### src/rtl/base_vrotr_if.sv
// Valid/ready stream bundle for base_vrotr: input word plus rotate amount in,
// rotated word out. Bit vectors are big-endian, index 0 is the MSB.
interface base_vrotr_if #(
  parameter int width = 8
);
  localparam int aw = (width > 1) ? $clog2(width) : 1;

  logic             i_v;
  logic             i_r;
  logic [0:width-1] i_d;
  logic [0:aw-1]    i_amt;
  logic             o_v;
  logic             o_r;
  logic [0:width-1] o_d;

  modport master (output i_v, i_d, i_amt, o_r, input i_r, o_v, o_d);
  modport slave  (input i_v, i_d, i_amt, o_r, output i_r, o_v, o_d);
endinterface

### src/rtl/base_vrotr.sv
// Pipelined variable-amount right rotator. Stage k rotates right by 2^k when
// bit k of the (mod width) amount is set; each stage has its own valid bit and
// accepts whenever it is empty or the stage below it can move.
module base_vrotr #(
  parameter int width = 8
) (
  input logic         clk,
  input logic         reset,
  base_vrotr_if.slave bus
);
  localparam int aw     = (width > 1) ? $clog2(width) : 1;
  localparam int stages = aw;

  // Numeric right rotate: bit 0 is the LSB, i.e. the highest big-endian index.
  function automatic logic [width-1:0] rotr(input logic [width-1:0] x, input int unsigned n);
    if (n == 0) return x;
    return (x >> n) | (x << (width - n));
  endfunction

  logic [width-1:0]  din;
  logic [aw-1:0]     amt_in;
  logic [aw-1:0]     eff;

  logic [stages-1:0] v_q;
  logic [stages-1:0] v_d;
  logic [stages-1:0] adv;
  logic [width-1:0]  d_q [stages];
  logic [width-1:0]  d_d [stages];
  logic [aw-1:0]     a_q [stages];
  logic [aw-1:0]     a_d [stages];

  assign din    = bus.i_d;
  assign amt_in = bus.i_amt;
  assign eff    = aw'(32'(amt_in) % 32'(width));

  // Per-stage upstream source and the data it would load after this stage's step.
  for (genvar k = 0; k < stages; k++) begin : g_stage
    localparam int unsigned Step = (1 << k) % width;
    if (k == 0) begin : g_head
      assign v_d[k] = bus.i_v;
      assign a_d[k] = eff;
      assign d_d[k] = eff[k] ? rotr(din, Step) : din;
    end else begin : g_body
      assign v_d[k] = v_q[k-1];
      assign a_d[k] = a_q[k-1];
      assign d_d[k] = a_q[k-1][k] ? rotr(d_q[k-1], Step) : d_q[k-1];
    end
  end

  // Advance chain: a stage moves if it is empty or every stage below can move.
  // Built as a running OR from the output end so no signal feeds back on itself.
  always_comb begin
    logic acc;
    acc = bus.o_r;
    adv = '0;
    for (int unsigned n = 0; n < stages; n++) begin
      acc = acc | ~v_q[stages-1-n];
      adv[stages-1-n] = acc;
    end
  end

  // Stage registers: valid follows upstream on advance; payload moves only with a valid word.
  always_ff @(posedge clk or posedge reset) begin
    if (reset) begin
      v_q <= '0;
      for (int unsigned k = 0; k < stages; k++) begin
        d_q[k] <= '0;
        a_q[k] <= '0;
      end
    end else begin
      for (int unsigned k = 0; k < stages; k++) begin
        if (adv[k]) begin
          v_q[k] <= v_d[k];
          if (v_d[k]) begin
            d_q[k] <= d_d[k];
            a_q[k] <= a_d[k];
          end
        end
      end
    end
  end

  assign bus.i_r = adv[0] & ~reset;
  assign bus.o_v = v_q[stages-1];
  assign bus.o_d = d_q[stages-1];
endmodule
### src/flat_wrapper.sv
// flat-port wrapper written by rule: the top's interface ports become plain ports
module base_vrotr_flat 
#(
  parameter int width = 8
)
  (clk, reset, bus_i_v, bus_i_d, bus_i_amt, bus_o_r, bus_i_r, bus_o_v, bus_o_d);
  base_vrotr_if #(.width(width)) bus_i ();
  input logic clk;
  input logic reset;
  input wire logic [$bits(bus_i.i_v)-1:0] bus_i_v;
  input wire logic [$bits(bus_i.i_d)-1:0] bus_i_d;
  input wire logic [$bits(bus_i.i_amt)-1:0] bus_i_amt;
  input wire logic [$bits(bus_i.o_r)-1:0] bus_o_r;
  output wire logic [$bits(bus_i.i_r)-1:0] bus_i_r;
  output wire logic [$bits(bus_i.o_v)-1:0] bus_o_v;
  output wire logic [$bits(bus_i.o_d)-1:0] bus_o_d;
  assign bus_i.i_v = bus_i_v;
  assign bus_i.i_d = bus_i_d;
  assign bus_i.i_amt = bus_i_amt;
  assign bus_i.o_r = bus_o_r;
  assign bus_i_r = bus_i.i_r;
  assign bus_o_v = bus_i.o_v;
  assign bus_o_d = bus_i.o_d;
  base_vrotr #(.width(width)) u_core (.clk(clk), .reset(reset), .bus(bus_i));
endmodule
### config.mk
export PLATFORM = sky130hd
export DESIGN_NAME = base_vrotr_flat
export DESIGN_NICKNAME = d
export VERILOG_FILES = /design/src/rtl/base_vrotr_if.sv /design/src/rtl/base_vrotr.sv /design/src/flat_wrapper.sv
export SDC_FILE = /design/constraint.sdc
export NUM_CORES = 1
export LEC_CHECK = 0
export BUFFER_PORTS_ARGS = -buffer_cell sky130_fd_sc_hd__buf_2
export CAP_MARGIN = 5
export CORE_MARGIN = 8
export CORE_UTILIZATION = 40
export CTS_CLUSTER_SIZE = 14
export DETAILED_ROUTE_END_ITERATION = 10
export GPL_TIMING_DRIVEN = 0
export MAX_ROUTING_LAYER = met4
export SYNTH_ARGS = -nofsm -noshare
export SYNTH_HDL_FRONTEND = slang
export SYNTH_SLANG_ARGS = --single-unit
export TNS_END_PERCENT = 100
### constraint.sdc
create_clock -name clk -period 1.55 [get_ports clk]
set_clock_uncertainty 0.15 [all_clocks]
set_input_delay 0.155 -clock clk [delete_from_list [all_inputs] [get_ports clk]]
set_output_delay 0.155 -clock clk [all_outputs]
set_load 0.01 [all_outputs]
==> results by group, run 1 <==
Route
  – Routed length on met1: roughly 1.3 mm
  – Met3 Routed Length: 139 µm
  – Post-detailed-route count of antenna-violating nets: 0
  – Uppermost layer routed: met4
  – First-pass DRT Iterations: 4
  – Metal2 WL: 1.44 mm
  – Via count: 1104
  – Via/cell ratio: 4.97
  – Wire per inst: 13.1 µm
  – First DRT Iteration DRCs: 42
  – Residual DRC count: 0
  – Routed wire length: between 2 and 3 mm

STA
  – Worst slew pin tran: 0.706 ns
  – Slew Limit Headroom: 0.528
  – Setup ws final: between 0.08 and 0.09 ns
  – RSZ-0062 raised after global routing: yes
  – Tcrit/Tclk final: 0.948
  – Minimum clock period: 1.47 ns
  – Fmax: 681 MHz
  – Setup-failing EPs final: 0
  – Fin. Hold Viols: 0
  – Pins Over Slew Limit: 0
  – Hold WS: 0.0591 ns

Floorplanning
  – Die Y: between 70 and 80 µm
  – Std cell rows: 22
  – Initial Utilization: 0.410
  – I/O pins: 25
  – Core area: ~3600 µm²
  – Die width: 77.0 µm
  – DIE AREA: 5930 µm²

Worst setup path
  – Worst setup path start: u_core.v_q[2]
  – Worst Path Max Fanout: 10
  – Cell Chain, Critical Path: buf_6, nand2b_1, clkbuf_4, and2_1, clkbuf_4, a21oi_1
  – CP Class: flip-flop to flip-flop
  – Setup crit end kind: flip-flop
  – Slowest stage cell on the critical path: dfrtp_1
  – Slowest stage delay, CP: 0.42 ns
  – Worst EP required: about 1.6 ns
  – Reg2Reg Setup Slack: 0.08 ns
  – Kind of cell adding the most delay to the critical path: buffers and inverters
  – Critical R2R Capture: u_core.bus.o_d[7]
  – Crit path top cell by count: clkbuf_4
  – Critical Path AT: roughly 1.5 ns
  – Worst setup SP type: flip-flop
  – Worst reg2reg path depth: 6
  – Worst reg2reg path startpoint: u_core.v_q[2]
  – Crit path buf inv count: 3

Clock network
  – CTS Root Cell: clkbuf_8
  – Sink Count: 30
  – Level count of the clock H-tree: 2
  – CTS clk-pin slew, worst paths: roughly 0.06 ns
  – Worst skew pair latency: 0.27 ns
  – Num CTS Buffers: 5
  – TritonCTS clock tree: yes
  – Max Buffers Root-to-Sink: 2

Final layout
  – Final #Nets: 188
  – Non-filler cells in the finished layout: around 220
  – Antenna cells: 0
  – Sequential Area: between 700 and 800 µm²
  – Area growth, synth to finish: 25.8%
  – Finished Cell Area: between 1500 and 2000 µm²
  – Fillcell total: 336
  – Fraction of layout cells with a size suffix above 1: 0.333
  – Area occupied by multi-input gates: 623 µm²

Power and ir drop
  – Worst vdd ir: 0.566 mV
  – Total power after layout: approximately 2.6 mW
  – LEAKAGE: 0.846 nW
  – PD cells: 1380 nW/µm²

Run status
  – Status: finished clean

Placed design
  – # port buffers: 22
  – Placed cell areas: 1660 µm²
  – Inst Count DP: 206
  – Placement Setup Slack: -0.255 ns
  – Hpwl dp: ~2.0 mm
  – GP Congestion: just under 0.8

Synth
  – EDFF count, synth: 0
  – Asr flop ratio synth: 1.00
  – Synth Warn #: 0
  – Yosys top cell by area: dfrtp_1
  – Ys flop type: dfrtp_1
  – Top-count cell post-synth: a21oi_1
  – Top cells by count, synth: a21oi_1, dfrtp_1, mux2i_1
  – Fraction of the yosys area taken by sequential cells: 0.504
  – Mapped Nets: 151
  – Mapped Area: 1490 µm²
  – Top cells by area, synth: dfrtp_1, mux2i_1, a21oi_1
  – Cell variety after synth: 16
  – Synth Register Bits: 30
  – Share of Yosys cell area claimed by the top area cell type: 0.504
  – Cells after Synth: 136
  – Mapped Avg Cell Area: 10.9 µm²

Global routing
  – GRT Residual Overflow: 0
  – Global-route wire length before repair: approximately 5.2 mm
  – Total global-route track usage: 0.109
  – Vias in the first global route: 1128
  – Initial antenna violation count: 0
  – Largest net degree at the start of global routing: 16

Min path
  – Hold Crit Start: bus_i_v
  – Hold Path Class: input port to flip-flop
  – Hold Path End: u_core.v_q[0]
  – Hold depth: 2

Job
  – Max Cap Viol: 0
what timing repair did:
action                                 CTS  global route
endpoints found under the hold margin   32             0
hold buffers                             4             0
setup endpoints to repair                3            12
gates cloned                             1             0
resized for setup                        5             4
setup buffers                            4             0
per-layer routing:
| layer | track usage | vias to the layer above |
|---|---|---|
| li1 | - | 560 |
| met1 | 0.126 | 515 |
| met2 | 0.170 | 25 |
| met3 | 0.0373 | 4 |
| met4 | 0.0453 | 0 |
| met5 | - | - |
stage by stage:
stage / TNS (ns) / utilization
2_1_floorplan: 0 / -
3_3_place_gp: -0.224 / 0.457
3_5_place_dp: -0.255 / 0.457
4_1_cts: 0 / 0.514
5_1_grt: -0.0807 / 0.515
6_report: 0 / 0.515
layout make-up:
| class | count | share of cell area |
|---|---|---|
| multi-input combinational | 85 | 0.333 |
| tap | 48 | 0.0321 |
| buffer | 19 | 0.0708 |
| timing repair buffer | 30 | 0.0982 |
| sequential | 30 | 0.401 |
| inverter | 1 | 0.00401 |
| clock buffer | 8 | 0.0588 |
| timing repair inverter | 1 | 0.00267 |
worst max-delay path by stage:
stage	end	slack, ns	cells after the start
2_1_floorplan	u_core.a_d[4]	0.15	3
3_3_place_gp	bus_i_r	-0.22	4
3_5_place_dp	bus_i_r	-0.26	4
4_1_cts	bus_i_r	0.01	5
5_1_grt	u_core.bus.o_d[5]	-0.02	6
6_report	u_core.bus.o_d[7]	0.08	6
registers in the layout, summed over array words and instances (netlist names):
register and flops:
u_core.v_q 3, u_core.a_d 3, u_core.bus.o_d 8, u_core.d_q 16
cell usage in the layout (no fill, tap or decap), types with 2 or more instances in the layout:
master	n
dlygate4sd3_1	4
mux2i_1	24
a31oi_1	16
clkbuf_4	2
clkbuf_2	4
mux2_2	3
clkbuf_1	2
nand2b_1	4
buf_2	22
clkbuf_8	8
dfrtp_1	30
buf_6	3
a21oi_1	32
nand2_1	2
and2_1	2
buf_4	12
power breakdown:
group	switching [mW]	internal [mW]
Clock	0.276	0.448
Combinational	0.351	0.408
Sequential	0.121	0.975
cells by family after synthesis:
family                 count (synthesis)  share of synthesized area
AND/OR/NAND/NOR                       10                     0.0479
multiplexers                          27                      0.184
flip-flops                            30                      0.504
AO/OA/AOI/OAI                         48                      0.175
buffers and inverters                 21                     0.0891
(Power assumes the default switching activity.)
==> run 2, diff against run 1 <==
Clock period 1.55 ns to 1.3 ns, I/O delays scaled along.
==> results by group, run 2 (synthesis results as in run 1) <==
Run status
  – Status: finished, violations left
  – Failing checks: negative setup slack

Final layout
  – Area occupied by multi-input gates: 729 µm²
  – Final #Nets: 197
  – Fillcell total: 335
  – Area growth, synth to finish: 38.3%
  – Top reg by flops: u_core.d_q
  – Sequential Area: 752 µm²
  – Non-filler cells in the finished layout: 231
  – Antenna cells: 0
  – Fraction of layout cells with a size suffix above 1: 0.481
  – Largest register FFs: 16
  – Most frequent cells in the layout: dfrtp_1, mux2i_1, buf_2
  – Commonest non-fill, non-tap cell in the layout: dfrtp_1

Route
  – Routed wire length: about 3.3 mm
  – Via count: roughly 1200
  – First-pass DRT Iterations: 4
  – Residual DRC count: 0
  – Wire per inst: roughly 14 µm
  – Post-detailed-route count of antenna-violating nets: 0
  – Via/cell ratio: 5.14
  – First DRT Iteration DRCs: 13

Power and ir drop
  – Internal: 2.17 mW
  – PD cells: 1540 nW/µm²
  – LEAKAGE: 0.923 nW
  – Sw frac: 0.312
  – Worst vdd ir: slightly above 0.6 mV
  – Clock network fraction of total power: 0.239
  – Switching pwr: 0.987 mW
  – Part of the power in combinational logic: 0.337
  – Register share of total power: 0.424

Floorplanning
  – Core area: around 3600 µm²
  – Std cell rows: 22
  – Die Y: 77.0 µm
  – Initial Utilization: 0.410
  – I/O pins: 25
  – DIE AREA: 5930 µm²
  – Die width: 77.0 µm

Clock network
  – Sink Count: 30
  – CTS Root Cell: clkbuf_8
  – Max Buffers Root-to-Sink: 2
  – Level count of the clock H-tree: 2
  – Worst skew pair latency: 0.28 ns
  – Num CTS Buffers: 5
  – TritonCTS clock tree: yes
  – CTS clk-pin slew, worst paths: approximately 0.060 ns

STA
  – Worst slew pin tran: approximately 0.75 ns
  – RSZ-0062 raised after global routing: yes
  – Pins Over Slew Limit: 0
  – Setup ws final: -0.149 ns
  – Fmax: 690 MHz
  – Slew Limit Headroom: 0.501
  – Setup-failing EPs final: 12
  – Fin. Hold Viols: 0
  – Tcrit/Tclk final: 1.11
  – Minimum clock period: 1.45 ns
  – TNS Setup: -0.783 ns

Global routing
  – GRT Residual Overflow: 0
  – Vias in the first global route: 1193
  – Largest net degree at the start of global routing: 16
  – Initial antenna violation count: 0
  – Global-route wire length before repair: 5.24 mm
  – Total global-route track usage: 0.112

Worst setup path
  – Worst setup SP type: flip-flop
  – Worst EP required: around 1.0 ns
  – CP Class: flip-flop to primary output
  – Setup crit end kind: primary output
  – Worst reg2reg path depth: 5
  – Worst Path Max Fanout: 2
  – Critical Path AT: between 1 and 1.5 ns

Placed design
  – Hpwl dp: 2.10 mm
  – GP Congestion: 0.802
  – # port buffers: 22
  – Inst Count DP: around 210

Job
  – Max Cap Viol: 0

Min path
  – Hold Path Class: input port to async pin
-- run 2: final cells by class --
cell class / instances / area share
plain buffers: 18 / 0.0668
repair inverters: 1 / 0.00243
clock buffers: 7 / 0.0419
multi-input cells: 86 / 0.354
well taps: 48 / 0.0292
clock inverters: 1 / 0.00243
repair buffers: 39 / 0.134
flip-flops and latches: 30 / 0.365
inverters: 1 / 0.00365
-- run 2: what timing repair did --
| item | CTS | global route |
|---|---|---|
| endpoints found under the setup margin | 22 | 40 |
| pin swaps | 2 | 10 |
| hold buffers | 4 | 0 |
| hold endpoints to repair | 32 | 0 |
| setup buffers | 7 | 5 |
| resized for setup | 13 | 26 |
| cloned | 1 | 2 |
-- run 2: power groups by stage --
stage	logic [mW]	registers, mW	clock network, mW
2_1_floorplan	0.686	1.29	0
3_3_place_gp	0.877	1.32	0
3_5_place_dp	0.892	1.33	0
5_1_grt	1.18	1.38	0.805
4_1_cts	0.973	1.31	0.790
6_report	1.06	1.34	0.756
-- run 2: layer usage --
layer	part of all wire	vias up	GRT usage	wire length, µm
li1	-	583	-	-
met1	0.40	567	0.115	1320
met2	0.53	30	0.189	1710
met3	0.050	7	0.0338	162
met4	0.020	0	0.0566	64
met5	0	-	-	0
-- run 2: critical path, stage by stage (launching register included) --
cell	delay (ns)
dfrtp_2	0.40
nand4b_4	0.12
buf_6	0.13
and2_4	0.13
buf_6	0.11
-- run 2: final timing paths --
check / startpoint / to / slack, ns
max: u_core.v_q[2] / bus_i_r / -0.15
min: reset / u_core.v_q[1] / 0.04
max reg2reg: u_core.v_q[1] / u_core.a_d[2] / -0.13
min reg2reg: u_core.a_d[5] / u_core.a_d[2] / 0.36
max in group asynchronous: reset / u_core.a_d[4] / 0.23
min in group clk: bus_i_v / u_core.v_q[0] / 0.04
-- run 2: metrics by stage --
stage	power, mW	utilization	hold WS (ns)	instance area (µm²)	worst slack (ns)
2_1_floorplan	1.98	-	-0.102	1520	-0.00331
3_3_place_gp	2.19	0.466	0.0975	1690	-0.276
3_5_place_dp	2.22	0.466	0.105	1690	-0.290
4_1_cts	3.08	0.530	0.0355	1920	-0.215
5_1_grt	3.36	0.567	0.0594	2060	-0.192
6_report	3.16	0.567	0.0380	2060	-0.149
==> run 3, diff against run 2 <==
Settings changed: BUFFER_PORTS_ARGS -buffer_cell sky130_fd_sc_hd__buf_2 to -buffer_cell sky130_fd_sc_hd__buf_4, CORE_MARGIN 8 to default.
==> results by group, run 3 (synthesis results as in run 1) <==
Clock network
  – TritonCTS clock tree: yes
  – Sink Count: 30
  – Num CTS Buffers: 5
  – CTS clk-pin slew, worst paths: 0.07 ns
  – CTS Root Cell: clkbuf_8
  – Worst skew pair latency: 0.28 ns
  – Level count of the clock H-tree: 2
  – Max Buffers Root-to-Sink: 2

Run status
  – Failing checks: negative setup slack
  – Status: finished, violations left

Route
  – First DRT Iteration DRCs: 27
  – Via/cell ratio: 5.15
  – Post-detailed-route count of antenna-violating nets: 0
  – Wire per inst: about 14 µm
  – First-pass DRT Iterations: 4
  – Routed wire length: about 3.2 mm
  – Via count: 1175
  – Residual DRC count: 0

Global routing
  – Largest net degree at the start of global routing: 16
  – Vias in the first global route: 1157
  – GRT Residual Overflow: 0
  – Total global-route track usage: 0.172
  – Global-route wire length before repair: 5.06 mm
  – Initial antenna violation count: 0

Final layout
  – Finished Cell Area: 2180 µm²
  – Final #Nets: a little under 200
  – Most frequent cells in the layout: buf_4, dfrtp_1, mux2i_1
  – Antenna cells: 0
  – Fraction of layout cells with a size suffix above 1: 0.489
  – Area growth, synth to finish: 46.1%
  – Fillcell total: 273
  – Largest register FFs: 16
  – Commonest non-fill, non-tap cell in the layout: buf_4
  – Non-filler cells in the finished layout: 228
  – Top reg by flops: u_core.d_q

Placed design
  – Inst Count DP: 204
  – GP Congestion: 0.733
  – Placed cell areas: approximately 1700 µm²
  – Hpwl dp: 1.96 mm
  – # port buffers: 22

Floorplanning
  – I/O pins: 25
  – Initial Utilization: 0.433
  – Die width: 63.0 µm
  – DIE AREA: around 4000 µm²
  – Std cell rows: 21
  – Core area: 3440 µm²
  – Die Y: 63.0 µm

Worst setup path
  – Worst Path Max Fanout: 2
  – Worst setup SP type: flip-flop
  – Setup crit end kind: primary output
  – Cell Chain, Critical Path: nand4b_4, buf_6, and2_4, buf_6
  – CP Class: flip-flop to primary output
  – Kind of cell adding the most delay to the critical path: flip-flops
  – Slowest stage delay, CP: approximately 0.40 ns
  – Critical Path AT: 1.20 ns
  – Crit path top cell by count: buf_6
  – Worst EP required: between 1 and 1.5 ns
  – Crit path buf inv count: 2
  – Slowest stage cell on the critical path: dfrtp_1

STA
  – Hold WS: ~0.028 ns
  – TNS Setup: -1.45 ns
  – Minimum clock period: 1.48 ns
  – Worst slew pin tran: 0.746 ns
  – RSZ-0062 raised after global routing: yes
  – Setup ws final: -0.175 ns
  – Tcrit/Tclk final: 1.13
  – Fmax: 678 MHz
  – Pins Over Slew Limit: 0
  – Slew Limit Headroom: 0.503
  – Fin. Hold Viols: 0
  – Setup-failing EPs final: 21

Power and ir drop
  – PD cells: 1550 nW/µm²
  – Total power after layout: 3.38 mW
  – LEAKAGE: 0.964 nW
  – Worst vdd ir: 0.839 mV

Job
  – Max Cap Viol: 0

Min path
  – Hold Path Class: input port to async pin
==> run 3: repair_timing <==
action,4_1_cts,5_1_grt
pin swaps,2,4
hold buffers,4,0
gates cloned,2,1
buffers inserted,9,2
setup endpoints to repair,23,34
resized for setup,15,28
hold endpoints to repair,32,0
==> run 3: final timing paths <==
kind / cells past startpoint / startpoint / end / slack (ns)
min in group clk: 3 / bus_i_d[3] / u_core.d_q[19] / 0.03
min reg2reg: 1 / u_core.a_d[5] / u_core.a_d[2] / 0.37
max reg2reg: 5 / u_core.v_q[1] / u_core.a_d[2] / -0.13
min: 3 / reset / u_core.d_q[19] / 0.03
max: 4 / u_core.v_q[0] / bus_i_r / -0.18
max in group asynchronous: 3 / reset / u_core.bus.o_d[1] / 0.26
==> run 3: layout make-up <==
class / count / area (µm²) / area share
plain buffers: 18 / 138 / 0.0633
clock buffers: 5 / 68.8 / 0.0316
clock inverters: 3 / 40.0 / 0.0184
inverters: 1 / 7.51 / 0.00345
multi-input cells: 85 / 757 / 0.348
flip-flops and latches: 30 / 752 / 0.346
well taps: 46 / 57.6 / 0.0265
repair buffers: 39 / 350 / 0.161
repair inverters: 1 / 5.00 / 0.00230
==> run 3: worst min-delay path, stage by stage <==
cell and delay (ns):
buf_4 0.12, clkinvlp_4 0.07, dlymetal6s4s_1 0.66
==> run 3: report_power, final <==
group	switching (mW)	total (mW)	internal, mW
Clock	0.354	0.917	0.563
Sequential	0.169	1.33	1.16
Combinational	0.480	1.13	0.652
==> run 3: metal layers <==
metal | routed length (µm) | global-route usage | vias up | part of all wire
li1 | - | - | 586 | -
met5 | 0 | - | - | 0
met3 | 144 | 0.0328 | 8 | 0.046
met2 | 1690 | 0.315 | 31 | 0.54
met4 | 66 | 0.0756 | 0 | 0.021
met1 | 1260 | 0.175 | 550 | 0.40
==> run 3: metrics by stage <==
stage | worst slack, ns | util
after detailed placement | -0.274 | 0.507
after global routing | -0.223 | 0.632
after floorplan | -0.00331 | -
after global placement | -0.256 | 0.507
after CTS | -0.211 | 0.586
final | -0.175 | 0.632
